==> src/rtl/breakout_pkg.sv <==
// Shared types and defaults for the breakout game-flow controller.
// State encodings, default game parameters and the frame-timer width helper.
package breakout_pkg;

    typedef enum logic [2:0] {
        IDLE   = 3'd0,
        SERVE  = 3'd1,
        PLAY   = 3'd2,
        PAUSED = 3'd3,
        LOST   = 3'd4,
        CLEAR  = 3'd5,
        OVER   = 3'd6
    } seq_state_e;

    localparam int unsigned LIVES_DEFAULT        = 3;
    localparam int unsigned SERVE_FRAMES_DEFAULT = 60;
    localparam int unsigned LOST_FRAMES_DEFAULT  = 90;
    localparam int unsigned MAX_LEVEL_DEFAULT    = 7;
    localparam int unsigned CNT_W                = 3;

    // Bits needed to hold the longer of the two frame waits.
    function automatic int unsigned timer_width(input int unsigned a, input int unsigned b);
        int unsigned m;
        m = (a > b) ? a : b;
        return (m < 2) ? 1 : $clog2(m + 1);
    endfunction

endpackage

==> src/rtl/frame_timer.sv <==
// Loadable frame-tick down-counter shared by the serve and hold waits.
// done_c fires in the cycle that makes the wait complete, so the FSM exits right after it.
module frame_timer #(
    parameter int unsigned W = 7
) (
    input  logic         clk,
    input  logic         rst,
    input  logic         frame_tick,
    input  logic         load,
    input  logic [W-1:0] load_value,
    output logic         done_c
);

    logic [W-1:0] count;

    // A load on the same edge as a tick wins, so a tick coincident with entry is not counted.
    always_ff @(posedge clk or negedge rst) begin
        if (!rst) begin
            count <= '0;
        end else if (load) begin
            count <= load_value;
        end else if (frame_tick && (count != '0)) begin
            count <= count - W'(1);
        end
    end

    assign done_c = (count == '0) || ((count == W'(1)) && frame_tick);

endmodule

==> src/rtl/game_sequencer.sv <==
// Frame-synchronous breakout game-flow controller (idle/serve/play/pause/lost/clear/over).
// Optional feature: define GAME_SEQ_PAUSE_EN to enable the pause button and PAUSED state.
module game_sequencer
    import breakout_pkg::*;
#(
    parameter int unsigned LIVES        = LIVES_DEFAULT,
    parameter int unsigned SERVE_FRAMES = SERVE_FRAMES_DEFAULT,
    parameter int unsigned LOST_FRAMES  = LOST_FRAMES_DEFAULT,
    parameter int unsigned MAX_LEVEL    = MAX_LEVEL_DEFAULT
) (
    input  logic             clk,
    input  logic             rst,
    input  logic             frame_tick,
    input  logic             launch,
    input  logic             pause,
    input  logic             ball_lost,
    input  logic             brick_hit,
    input  logic             bricks_clear,
    output logic [2:0]       state,
    output logic             ball_run,
    output logic             paddle_en,
    output logic             ball_reset,
    output logic             score_inc,
    output logic [CNT_W-1:0] lives,
    output logic [CNT_W-1:0] level,
    output logic             game_over
);

    localparam int unsigned TMR_W = timer_width(SERVE_FRAMES, LOST_FRAMES);

    seq_state_e       state_q;
    seq_state_e       state_d;
    logic [CNT_W-1:0] lives_d;
    logic [CNT_W-1:0] level_d;
    logic             ball_reset_d;
    logic             ball_run_d;
    logic             paddle_en_d;
    logic             score_inc_d;
    logic             game_over_d;
    logic             tmr_load;
    logic [TMR_W-1:0] tmr_value;
    logic             tmr_done_c;

`ifndef GAME_SEQ_PAUSE_EN
    logic unused_pause;
    assign unused_pause = pause;
`endif

    frame_timer #(
        .W (TMR_W)
    ) u_timer (
        .clk        (clk),
        .rst        (rst),
        .frame_tick (frame_tick),
        .load       (tmr_load),
        .load_value (tmr_value),
        .done_c     (tmr_done_c)
    );

    // State and all outputs registered together so enables track the state exactly.
    always_ff @(posedge clk or negedge rst) begin
        if (!rst) begin
            state_q    <= IDLE;
            ball_run   <= 1'b0;
            paddle_en  <= 1'b0;
            ball_reset <= 1'b0;
            score_inc  <= 1'b0;
            lives      <= CNT_W'(LIVES);
            level      <= '0;
            game_over  <= 1'b0;
        end else begin
            state_q    <= state_d;
            ball_run   <= ball_run_d;
            paddle_en  <= paddle_en_d;
            ball_reset <= ball_reset_d;
            score_inc  <= score_inc_d;
            lives      <= lives_d;
            level      <= level_d;
            game_over  <= game_over_d;
        end
    end

    assign state = 3'(state_q);

    // Next-state, counter updates and timer loads.
    always_comb begin
        state_d      = state_q;
        lives_d      = lives;
        level_d      = level;
        ball_reset_d = 1'b0;
        tmr_load     = 1'b0;
        tmr_value    = '0;

        case (state_q)
            IDLE: begin
                if (launch) begin
                    state_d      = SERVE;
                    ball_reset_d = 1'b1;
                    tmr_load     = 1'b1;
                    tmr_value    = TMR_W'(SERVE_FRAMES);
                end
            end
            SERVE: begin
                if (tmr_done_c) begin
                    state_d = PLAY;
                end
            end
            PLAY: begin
                if (bricks_clear) begin
                    state_d   = CLEAR;
                    tmr_load  = 1'b1;
                    tmr_value = TMR_W'(LOST_FRAMES);
                end else if (ball_lost) begin
                    state_d   = LOST;
                    lives_d   = (lives == '0) ? '0 : lives - CNT_W'(1);
                    tmr_load  = 1'b1;
                    tmr_value = TMR_W'(LOST_FRAMES);
                end
`ifdef GAME_SEQ_PAUSE_EN
                else if (pause) begin
                    state_d = PAUSED;
                end
`endif
            end
`ifdef GAME_SEQ_PAUSE_EN
            PAUSED: begin
                if (pause) begin
                    state_d = PLAY;
                end
            end
`endif
            LOST: begin
                if (tmr_done_c) begin
                    if (lives == '0) begin
                        state_d = OVER;
                    end else begin
                        state_d      = SERVE;
                        ball_reset_d = 1'b1;
                        tmr_load     = 1'b1;
                        tmr_value    = TMR_W'(SERVE_FRAMES);
                    end
                end
            end
            CLEAR: begin
                if (tmr_done_c) begin
                    level_d      = (level == CNT_W'(MAX_LEVEL)) ? '0 : level + CNT_W'(1);
                    state_d      = SERVE;
                    ball_reset_d = 1'b1;
                    tmr_load     = 1'b1;
                    tmr_value    = TMR_W'(SERVE_FRAMES);
                end
            end
            OVER: begin
                if (launch) begin
                    state_d = IDLE;
                    lives_d = CNT_W'(LIVES);
                    level_d = '0;
                end
            end
            default: begin
                state_d = IDLE;
            end
        endcase

        ball_run_d  = (state_d == PLAY);
        paddle_en_d = (state_d == PLAY) || (state_d == SERVE);
        game_over_d = (state_d == OVER);
        score_inc_d = brick_hit && (state_q == PLAY);
    end

endmodule
==> config.mk <==
export PLATFORM = sky130hd
export DESIGN_NAME = game_sequencer
export DESIGN_NICKNAME = d
export VERILOG_FILES = /design/src/rtl/breakout_pkg.sv /design/src/rtl/frame_timer.sv /design/src/rtl/game_sequencer.sv
export SDC_FILE = /design/constraint.sdc
export NUM_CORES = 1
export LEC_CHECK = 0
export CORE_UTILIZATION = 25
export CTS_CLUSTER_DIAMETER = 40
export DETAILED_ROUTE_END_ITERATION = 6
export HOLD_SLACK_MARGIN = 0.05
export PLACE_DENSITY = 0.52
export REMOVE_ABC_BUFFERS = 1
export SETUP_SLACK_MARGIN = 0.4
export SYNTH_ARGS = -nofsm -noshare
export SYNTH_HDL_FRONTEND = slang
export SYNTH_SLANG_ARGS = --single-unit
export TNS_END_PERCENT = 1
==> constraint.sdc <==
create_clock -name clk -period 2.4 [get_ports clk]
set_input_delay 0.48 -clock clk [delete_from_list [all_inputs] [get_ports clk]]
set_output_delay 0.48 -clock clk [all_outputs]
set_load 0.01 [all_outputs]
==> Word level (Yosys, flattened, before mapping) <==
Index checks and enable logic that the tools add are counted.
{ "word_totals": {"word_cells": 75, "in_bits": 8, "output_inout_bits": 14, "register_bits": 21} }
{ "classes": {"n_addsub": 3, "eq_ne": 14, "muxes": 35, "reduce_logical": 14} }
{ "op_table": {"columns": ["cell", "count"], "rows": [
  ["$mux 3", 15],
  ["$mux 7", 4],
  ["$pmux 7 s4", 1],
  ["$mux 6", 4],
  ["$pmux 3 s6", 1],
  ["$eq 3x3->1 const B", 5],
  ["$pmux 3 s2", 2],
  ["$ne 2x2->1 const B", 4],
  ["$eq 7x1->1 const B", 1],
  ["$logic_not 7->1", 1],
  ["$reduce_bool 7->1", 1],
  ["$sub 7x1->7 const B", 1],
  ["$eq 3x1->1 const B", 2],
  ["$eq 3x2->1 const B", 2],
  ["$logic_not 3->1", 2],
  ["$mux 1", 6],
  ["$reduce_bool 2->1", 3],
  ["$pmux 1 s4", 1],
  ["$reduce_and 4->1", 1],
  ["$add 3x1->3 const B", 1],
  ["$logic_and 1x1->1", 3],
  ["$pmux 1 s3", 1],
  ["$reduce_and 3->1", 1],
  ["$sub 3x1->3 const B", 1],
  ["$logic_or 1x1->1", 2]
]} }

==> Logic depth before layout (Yosys ltp) <==
{ "depth": {"depth_word": 7, "depth_mapped": 7, "mapped_depth_nobuf": 7} }

==> By module <==
Synthesis repeated with hierarchy kept, for this count alone.
{ "hier_totals": {"hier_cells": 131, "area_unflattened_um2": 1275.0} }
{ "modules_own_cells": {"columns": ["module", "area_per_inst_um2", "instances", "cells_per_inst", "seq_area_each_um2"], "rows": [
  ["game_sequencer", 793.3, 1, 76, 352.8],
  ["frame_timer", 481.7, 1, 55, 175.2]
]} }

==> Worst setup path before layout <==
OpenSTA, ideal clock, no wires.
{ "synth_timing": {"path_type": "register to register", "from": "reg u_timer.count[0]", "to": "reg u_timer.count[1]", "path_slack_ns": 0.524, "arrival_ns": 1.793, "setup_ns": 0.083, "period_less_slack_ns": 1.876, "stages_incl_launch_ff": 7, "n_path_buf": 0, "t_required_ns": 2.317, "path_cell_list": "dfrtp_1 -> inv_1 -> ha_1 -> or3b_2 -> o21ai_2 -> mux2_2 -> o21ai_0"} }
{ "synth_between": {"elab_chain_cells": 6, "word_cells_on_any_way": 15, "classes_between": "1 x add/sub; 1 x eq/ne; 7 x mux; 6 x reduce/logical"} }
{ "synth_rtl": {"columns": ["item", "line", "source"], "rows": [
  ["start, declared", "frame_timer.sv:14", "logic [W-1:0] count;"],
  ["start signal, assigned", "frame_timer.sv:21", "count <= load_value;"],
  ["start signal, assigned", "frame_timer.sv:23", "count <= count - W'(1);"],
  ["$eq 7x1->1", "frame_timer.sv:27", "assign done_c = (count == '0) || ((count == W'(1)) && frame_tick);"],
  ["$logic_and 1x1->1", "frame_timer.sv:27", null],
  ["$logic_or 1x1->1", "frame_timer.sv:27", null],
  ["$mux 6 (tied with other cells)", "game_sequencer.sv:133", "if (tmr_done_c) begin"],
  ["$pmux 7 s4 or $pmux 1 s4 (tied branches)", "game_sequencer.sv:94", "case (state_q)"],
  ["$mux 7 or $reduce_bool 2->1 (tied branches)", null, null]
]} }
Several ways; a longest one is shown, not always the timed one. The select of a mux whose other input is x is not followed.
A chain may end at the register's enable or synchronous reset.

==> Worst setup path after layout <==
Same ends and word-level chain as after synthesis.

==> results.json <==
{
  "io_pins": 22,
  "die_width_um": 70.2,
  "routedWlPerCell_um": 13.4,
  "rows": 24,
  "cts_max_level": 1,
  "dpl_cell_area_um2": 1450,
  "period_needed_ns": 1.89,
  "p_leak_uw": 0.000627,
  "cts_buffers": 3,
  "clk_latency_ns": 0.26,
  "r2r_cells": 6,
  "initial_core_util": 0.263,
  "holdPathStages": 2,
  "final_common_cell": "clkdlybuf4s50_1",
  "die_y_um": 70.2,
  "ir_drop_mv": 0.541,
  "endpoint_kind": "register",
  "fin_crit_sh": 0.787,
  "finalInstanceArea_um2": 1530,
  "synthCells": 116,
  "vias_per_cell": 5.16,
  "grt_pass1_wl_um": 4540,
  "fmax_mhz": 530,
  "grt_pass1_vias": 941,
  "finalSetupTns_ns": 0,
  "drtAntennaViolNets": 0,
  "ys_seq_area_frac": 0.454,
  "cts_tree": "yes",
  "dr.pass1.iters": 4,
  "required_ns": 2.58,
  "outcome": "completed",
  "clkTransAtPathRegs_ns": 0.08,
  "fp.coreArea_um2": 4410,
  "overflow": 0,
  "drt_iter0_markers": 46,
  "multi_input_area_um2": 624,
  "track_usage": 0.118,
  "drive_gt1_frac": 0.155,
  "fin_nets": 155,
  "regArea_um2": 528,
  "finalSetupViolCount": 0,
  "final_core_util": 0.347,
  "avgSynthCellArea_um2": 10.0,
  "finalMaxSlewViolations": 0,
  "final_cell_count_no_fill": 194,
  "num-fill-cells": 437,
  "area_delta_synth_final_pct": 31.6,
  "vias": 1001,
  "cts_num_sinks": 21,
  "antenna_found_initial": 0,
  "hold_viol": 0,
  "worstPathArrival_ns": 2.07,
  "ys_types": 39,
  "grt_max_degree": 14,
  "hold_path_class": "register to register",
  "diodes": 0,
  "hold_buffers": 0,
  "maxCapViolCount": 0,
  "slew_headroom": 0.648,
  "max_slew.worst_pin.slew_ns": 0.526,
  "mostFrequentLayoutCells": "clkdlybuf4s50_1, dfrtp_1, o21ai_0",
  "routabilityCongestion": 0.791,
  "finClkSkew_ns": 0.00238,
  "clockRootBuffer": "clkbuf_8",
  "yosysWarnings": 0,
  "rsz0062_at_grt": "yes",
  "port_buffers": 20,
  "drc": 0,
  "critical_path_class": "register to register",
  "powerDensity_nw_per_um2": 1050,
  "die-area_um2": 4930,
  "synth_area_um2": 1160,
  "setup.worst_path.start_class": "register",
  "drt_wl_total_um": 2600,
  "dp.cells": 189,
  "hpwlAfterDp_um": 1950,
  "cts.path.max_buffers": 2,
  "path_max_fanout": 4,
  "ys_seq_elements": 21
}
==> final cells by class <==
class / count / share of cell area
Tap cell: 52 / 0.0425
Clock inverter: 1 / 0.00491
Clock buffer: 3 / 0.0270
Timing Repair Buffer: 25 / 0.155
Inverter: 7 / 0.0172
Multi-Input combinational cell: 85 / 0.408
Sequential cell: 21 / 0.345
==> metal layers <==
metal  wire [um]  global-route usage
met4          18              0.0222
met3         110              0.0390
met5           0                   0
met1        1240               0.165
met2        1230               0.177
==> worst max-delay path, stage by stage (launching register included) <==
cell,delay [ns]
dfrtp_1,0.42
inv_1,0.10
ha_1,0.19
or3b_4,0.43
o21ai_4,0.18
mux2_2,0.34
o21ai_0,0.15
==> cell families after synthesis <==
| family | after synthesis | synth area share |
|---|---|---|
| XOR/XNOR | 2 | 0.0151 |
| buffers and inverters | 10 | 0.0323 |
| adder cells (fa/ha/maj) | 4 | 0.0431 |
| flip-flops | 21 | 0.454 |
| AO/OA/AOI/OAI | 36 | 0.215 |
| AND/OR/NAND/NOR | 40 | 0.212 |
| multiplexers | 3 | 0.0280 |
==> through the flow <==
stage | hold slack, ns | power, uW | worst slack (ns)
2_1_floorplan | 0.184 | 1060 | 0.524
3_3_place_gp | 0.523 | 1310 | 0.260
3_5_place_dp | 0.529 | 1330 | 0.234
4_1_cts | 0.541 | 1590 | 0.405
5_1_grt | 0.568 | 1740 | 0.394
6_report | 0.543 | 1600 | 0.512
==> Yosys cell counts <==
cell type	n	area (um2)
nor3_1	5	25.0
o41ai_1	1	8.76
nand3_1	4	20.0
o21a_1	3	22.5
a22oi_1	1	7.51
and3_1	1	6.26
dfstp_2	2	52.6
inv_1	7	26.3
a21o_1	2	15.0
o21bai_1	1	7.51
a21oi_1	6	30.0
o21ai_0	9	45.0
nand2b_1	2	12.5
xor2_1	1	8.76
clkbuf_1	3	11.3
nor2_1	8	30.0
nand2_1	5	18.8
xnor2_1	1	8.76
nor4b_1	2	17.5
dfrtp_1	19	475
a32oi_1	1	8.76
nand3b_1	1	7.51
o31a_1	1	8.76
nor2b_1	2	12.5
a2111oi_2	1	15.0
or3_4	1	11.3
or3b_2	2	17.5
o21ai_2	1	8.76
a31oi_1	2	12.5
or3_1	2	12.5
a22o_1	6	52.6
o211ai_1	1	7.51
ha_1	4	50.1
nor4_4	1	21.3
or4_1	2	15.0
mux2i_1	1	10.0
mux2_2	2	22.5
or4b_2	1	10.0
or2_4	1	8.76
==> final timing paths <==
check,from,endpoint,slack [ns]
setup / recovery,u_timer.count[0],u_timer.count[1],0.51
hold / removal,lives[1],lives[1],0.54
setup reg to reg,u_timer.count[0],u_timer.count[1],0.51
hold reg to reg,lives[1],lives[1],0.54
max in group asynchronous,rst,u_timer.count[3],1.28
min in group asynchronous,rst,lives[2],0.56
==> power breakdown <==
group	leakage, uW	internal [uW]	switching, uW
combinational	0.000349	384	369
clock	0.0000217	117	125
sequential	0.000256	472	134
==> timing repair <==
item	CTS	global route
buffers inserted	1	0
pin swaps	1	0
resized for setup	1	3
endpoints found under the setup margin	1	3
==> flip-flops by register name (all words and copies together), names as in the netlist <==
name and count:
state 3, paddle_en 1, score_inc 1, lives 3, u_timer.count 7, ball_reset 1
game_over 1, ball_run 1, level 3
Note: power is estimated with default switching activity, not from simulation.
